==> src/rtl/pipe_ctrl_pkg.sv <==
// Shared constants, stall encodings and FSM state type for the pipeline controller.
package pipe_ctrl_pkg;

    localparam int unsigned STALL_W = 6;
    localparam int unsigned ADDR_W  = 32;
    localparam int unsigned CNT_W   = 32;
    localparam int unsigned EP_W    = 10;

    localparam logic [STALL_W-1:0] STALL_MEM  = 6'b011111;
    localparam logic [STALL_W-1:0] STALL_EX   = 6'b001111;
    localparam logic [STALL_W-1:0] STALL_ID   = 6'b000111;
    localparam logic [STALL_W-1:0] STALL_NONE = 6'b000000;

    localparam logic [ADDR_W-1:0] EXC_VECTOR    = 32'h0000_0020;
    localparam int unsigned       STALL_TIMEOUT = 1023;

    typedef enum logic [1:0] {
        ST_RUN   = 2'd0,
        ST_STALL = 2'd1,
        ST_FLUSH = 2'd2
    } state_e;

    // Deepest requesting stage wins: it must hold everything upstream of itself.
    function automatic logic [STALL_W-1:0] stall_encode(input logic id,
                                                         input logic ex,
                                                         input logic mem);
        logic [STALL_W-1:0] enc;
        enc = STALL_NONE;
        if (mem) begin
            enc = STALL_MEM;
        end else if (ex) begin
            enc = STALL_EX;
        end else if (id) begin
            enc = STALL_ID;
        end
        return enc;
    endfunction

endpackage

==> src/rtl/pipe_ctrl_sat_counter.sv <==
// Saturating up-counter with synchronous clear; clear wins over increment.
module sat_counter #(
    parameter int unsigned W = 32
) (
    input  logic         clk,
    input  logic         rst_n,
    input  logic         inc_i,
    input  logic         clr_i,
    output logic [W-1:0] cnt_o
);

    logic [W-1:0] cnt_q;
    logic [W-1:0] cnt_d;

    always_comb begin
        cnt_d = cnt_q;
        if (clr_i) begin
            cnt_d = '0;
        end else if (inc_i && (cnt_q != {W{1'b1}})) begin
            cnt_d = cnt_q + W'(1);
        end
    end

    always_ff @(posedge clk or negedge rst_n) begin
        if (!rst_n) begin
            cnt_q <= '0;
        end else begin
            cnt_q <= cnt_d;
        end
    end

    assign cnt_o = cnt_q;

endmodule

==> src/rtl/pipe_ctrl.sv <==
// Pipeline hazard/exception controller: per-stage stall, flush/redirect,
// stall-cycle statistics and a report-only stall watchdog.
module pipe_ctrl
    import pipe_ctrl_pkg::*;
(
    input  logic                clk,
    input  logic                rst,
    input  logic                stallreq_id,
    input  logic                stallreq_ex,
    input  logic                stallreq_mem,
    input  logic                except_valid,
    input  logic                eret,
    input  logic [ADDR_W-1:0]   epc,
    input  logic                cnt_clr,
    output logic [STALL_W-1:0]  stall,
    output logic                flush,
    output logic [ADDR_W-1:0]   new_pc,
    output logic [CNT_W-1:0]    stall_cycles,
    output logic                stall_timeout
);

    state_e             state_q;
    state_e             state_d;
    logic [STALL_W-1:0] stall_c;
    logic               flush_c;
    logic [ADDR_W-1:0]  new_pc_c;
    logic               any_req_c;
    logic               stalling_c;

    logic [EP_W-1:0]    ep_q;
    logic [EP_W-1:0]    ep_d;
    logic               timeout_q;
    logic               timeout_d;

    assign any_req_c = stallreq_id | stallreq_ex | stallreq_mem;

    // Next state and zero-latency pipeline controls; reset forces all controls low.
    always_comb begin
        state_d  = state_q;
        stall_c  = STALL_NONE;
        flush_c  = 1'b0;
        new_pc_c = '0;
        unique case (state_q)
            ST_RUN, ST_STALL: begin
                if (except_valid) begin
                    flush_c  = 1'b1;
                    new_pc_c = eret ? epc : EXC_VECTOR;
                    state_d  = ST_FLUSH;
                end else begin
                    stall_c = stall_encode(stallreq_id, stallreq_ex, stallreq_mem);
                    state_d = any_req_c ? ST_STALL : ST_RUN;
                end
            end
            ST_FLUSH: begin
                // Requests this cycle come from instructions just killed.
                state_d = ST_RUN;
            end
            default: begin
                state_d = ST_RUN;
            end
        endcase
        if (!rst) begin
            stall_c  = STALL_NONE;
            flush_c  = 1'b0;
            new_pc_c = '0;
            state_d  = ST_RUN;
        end
    end

    always_ff @(posedge clk or negedge rst) begin
        if (!rst) begin
            state_q <= ST_RUN;
        end else begin
            state_q <= state_d;
        end
    end

    assign stall      = stall_c;
    assign flush      = flush_c;
    assign new_pc     = new_pc_c;
    assign stalling_c = (stall_c != STALL_NONE);

    // Episode length spans priority changes; it only restarts on a stall-free cycle.
    always_comb begin
        ep_d      = '0;
        timeout_d = timeout_q;
        if (stalling_c) begin
            ep_d = (ep_q == {EP_W{1'b1}}) ? ep_q : ep_q + EP_W'(1);
            if (ep_q == EP_W'(STALL_TIMEOUT - 1)) begin
                timeout_d = 1'b1;
            end
        end
        if (cnt_clr) begin
            timeout_d = 1'b0;
        end
    end

    always_ff @(posedge clk or negedge rst) begin
        if (!rst) begin
            ep_q      <= '0;
            timeout_q <= 1'b0;
        end else begin
            ep_q      <= ep_d;
            timeout_q <= timeout_d;
        end
    end

    assign stall_timeout = timeout_q;

    sat_counter #(
        .W (CNT_W)
    ) u_stall_cnt (
        .clk   (clk),
        .rst_n (rst),
        .inc_i (stalling_c),
        .clr_i (cnt_clr),
        .cnt_o (stall_cycles)
    );

endmodule

==> config.mk <==
export PLATFORM = sky130hd
export DESIGN_NAME = pipe_ctrl
export DESIGN_NICKNAME = d
export VERILOG_FILES = /design/src/rtl/pipe_ctrl_pkg.sv /design/src/rtl/pipe_ctrl_sat_counter.sv /design/src/rtl/pipe_ctrl.sv
export SDC_FILE = /design/constraint.sdc
export NUM_CORES = 1
export LEC_CHECK = 0
export ABC_AREA = 0
export BUFFER_PORTS_ARGS = -buffer_cell sky130_fd_sc_hd__buf_4
export CORE_MARGIN = 5
export CORE_UTILIZATION = 40
export DETAILED_ROUTE_END_ITERATION = 12
export PLACE_DENSITY = 0.69
export SETUP_SLACK_MARGIN = 0.05
export SLEW_MARGIN = 0
export SYNTH_ARGS = -nofsm -noshare
export SYNTH_HDL_FRONTEND = slang
export SYNTH_SLANG_ARGS = --single-unit
==> constraint.sdc <==
create_clock -name clk -period 5.9 [get_ports clk]
set_input_delay 1.18 -clock clk [delete_from_list [all_inputs] [get_ports clk]]
set_output_delay 1.18 -clock clk [all_outputs]
set_load 0.005 [all_outputs]
==> impl_results.md <==
* Most common cell on crit path: buf_4
* Slew Limit Headroom at 42.22%
* Antenna violations before repair at 0
* Number of buffers and inverters on the critical path at 3
* Required @ worst endpoint at 4.72 ns
* CP Cell Sequence: buf_4 > nor3b_2 > nand2_1 > inv_1 > buf_4
* CTS resizes at 0
* CTS H-tree lvls at 2
* IO buf count at 110
* Worst min path class: flip-flop to flip-flop
* Top cells by count, synth: dfrtp_1, and3_1, nor2_1, a21oi_1, nand3_1
* Total power at 0.0005728 W
* Synthesis Warnings at 0
* Leak pwr at 1.730 nW
* Drt pass-1 iters at 4
* Max Clk Rate at 244.8 MHz
* Area Overhead vs Synth at 34.56%
* Post-synth EDFFs at 0
* CTS max path bufs at 2
* Final RePlAce weighted congestion at 0.8238
* Largest delay contributor family on the critical path: simple AND/OR/NAND/NOR gates
* Syn nets at 348
* Layout fillers at 632
* Root Driver: clkbuf_8
* Synth top area share at 40.93%
* Core Region at 6459 sq um
* Post-synthesis register bit count at 44
* Drt via density at 5.673
* Seq/Total Area, Yosys at 40.93%
* Nets at 446
* Vias at 2723
* Cell count after placement at 473
* Site row count at 29
* Initial DRC Count at 153
* Arrival @ worst endpoint at 2.91 ns
* Final TNS setup at 0 ns
* Most numerous cell in the Yosys netlist: dfrtp_1
* Die height at 92.01 um
* Run status: completed
* Postcts setup bufs at 0
* Grt total ovfl at 0
* # IOs at 112
* Fin cells at 480
* Worst Hold Slack at 0.5191 ns
* Clock skew at 0.002085 ns
* CP peak stage delay at 0.49 ns
* Post-layout min period at 4.085 ns
* Post-synth top flop: dfrtp_1
* Yosys top cell by area: dfrtp_1
* Die Span X at 92.01 um
* Fraction of registers with async set/reset at 100.0%
* Multi-input gate area at 1470 sq um
* Crit Path Class: primary input to primary output
* Crit path capture type: primary output
* Final Setup Violations at 0
* Synth unique cells at 55
* Clock-pin transition on the worst setup and hold timing paths at 0.08 ns
* Max-Cap Viols at 0
* Global-route wire length before repair at 12900 um
* All-Layer GR Usage at 18.56%
* Startpoint Class: primary input
* RSZ-0062 raised after global routing: no
* Vias in the first global route at 2706
* Final wirelength at 7668 um
* Synthesized area at 2690 sq um
* Ratio of cells with drive above 1 in the final layout at 33.00%
* TritonCTS Buffers at 5
* Post-DP HPWL at 5760 um
* Largest net degree at the start of global routing at 47
* Worst vdd ir at 0.07993 mV
* Register area at 1101 sq um
* Antenna-violating nets left at 0
* Slew @ Worst Pin at 0.8667 ns
* Diode count at 0
* Clock latency on the worst-skew pair at 0.29 ns
* WL per Instance at 15.98 um
* Starting Density at 41.65%
* Tcrit/Tclk final at 69.25%
* Die Area at 8465 sq um
* CP max stage cell: nor3b_2
* Syn Area/Cell at 8.820 sq um
* Final hold violations at 0
* Top post-synthesis cells by area: dfrtp_1, and3_1, a21oi_1
* Max FO, Critical Path at 46
* DRC at 0
* Sink Count at 44
* CTS tree: yes
* Hold_buf cts at 0
* Fin. max-slew vios at 0
* Synth Instances at 305
* Pwr dens at 158.2 nW/um^2
==> per-stage QoR <==
step	util [%]	worst slack, ns	instance area, sq um
after detailed placement	54.55	1.736	3523
after floorplan	-	2.764	2690
after global routing	56.04	1.609	3620
final	56.04	1.815	3620
after global placement	54.55	1.770	3523
after CTS	56.04	1.739	3620
==> cell type report <==
| type | count | share of cell area [%] |
|---|---|---|
| timing repair buffer | 111 | 23.02 |
| inverter | 6 | 0.6222 |
| multi-input combinational | 235 | 40.62 |
| sequential | 44 | 30.42 |
| clock buffer | 7 | 2.662 |
| tap | 77 | 2.662 |
==> kinds of logic (layout without fill, tap and decap cells) <==
logic type	Yosys count	after routing	share of synthesized area, %
xor+xnor	16	16	5.210
simple gates	154	154	32.98
buf+inv	26	124	4.418
flops	44	44	40.93
mux	2	2	0.7907
other cells	1	1	0.1394
compound gates	59	59	14.14
fa+ha+maj	3	3	1.395
==> path summary, 6_finish.rpt <==
kind                               startpoint               endpoint  slack (ns)  cells past startpoint
min in group asynchronous                 rst  u_stall_cnt.cnt_o[12]        0.88                      1
worst min register to register  stall_timeout          stall_timeout        0.52                      2
max in group asynchronous                 rst          stall_timeout        4.63                      1
worst min-delay path            stall_timeout          stall_timeout        0.52                      2
worst max-delay path                      rst               stall[0]        1.81                      5
worst max register to register     state_q[1]  u_stall_cnt.cnt_o[11]        3.31                      5
==> placed cells by master, fill, tap and decap left out, types with 2 or more instances in the layout <==
cell	n
nand2_1	16
dfrtp_1	44
ha_1	3
nand4b_1	3
nor4_1	4
nand3_1	17
a311oi_1	2
or4_1	3
o21ai_0	13
a2111oi_0	2
nor2_1	27
a211oi_1	2
o2111ai_1	2
and4_1	3
buf_4	111
a31o_2	2
and2_1	3
clkbuf_8	7
and3_1	36
nand4_1	12
a21oi_1	21
inv_1	6
a31oi_1	3
xnor2_1	8
o21ba_2	2
or3_1	12
or2_2	3
o31ai_1	4
nor3_1	3
xor2_1	8
==> state kept, by name, summed over array words and instances (netlist names) <==
register	count
u_stall_cnt.cnt_o	32
ep_q	10
state_q	1
stall_timeout	1
==> worst register-to-register path, stage by stage (launching register included) <==
cell     delay [ns]
dfrtp_1        0.39
nor3b_2        0.38
nand2_1        0.39
a31o_2         0.52
or4_2          0.69
a21oi_1        0.15
==> routing by layer <==
layer,vias to the layer above,global-route usage [%],wire (um)
li1,1325,-,-
met1,1284,22.15,3184
met2,106,32.42,3807
met3,8,4.664,554
met4,0,6.559,121
met5,-,0,0
==> power by group <==
group          internal, W  total [W]  switching [W]
logic            0.0000324  0.0000643      0.0000319
registers         0.000303   0.000305     0.00000199
clock network     0.000104   0.000204      0.0000992
(Power assumes the default switching activity.)
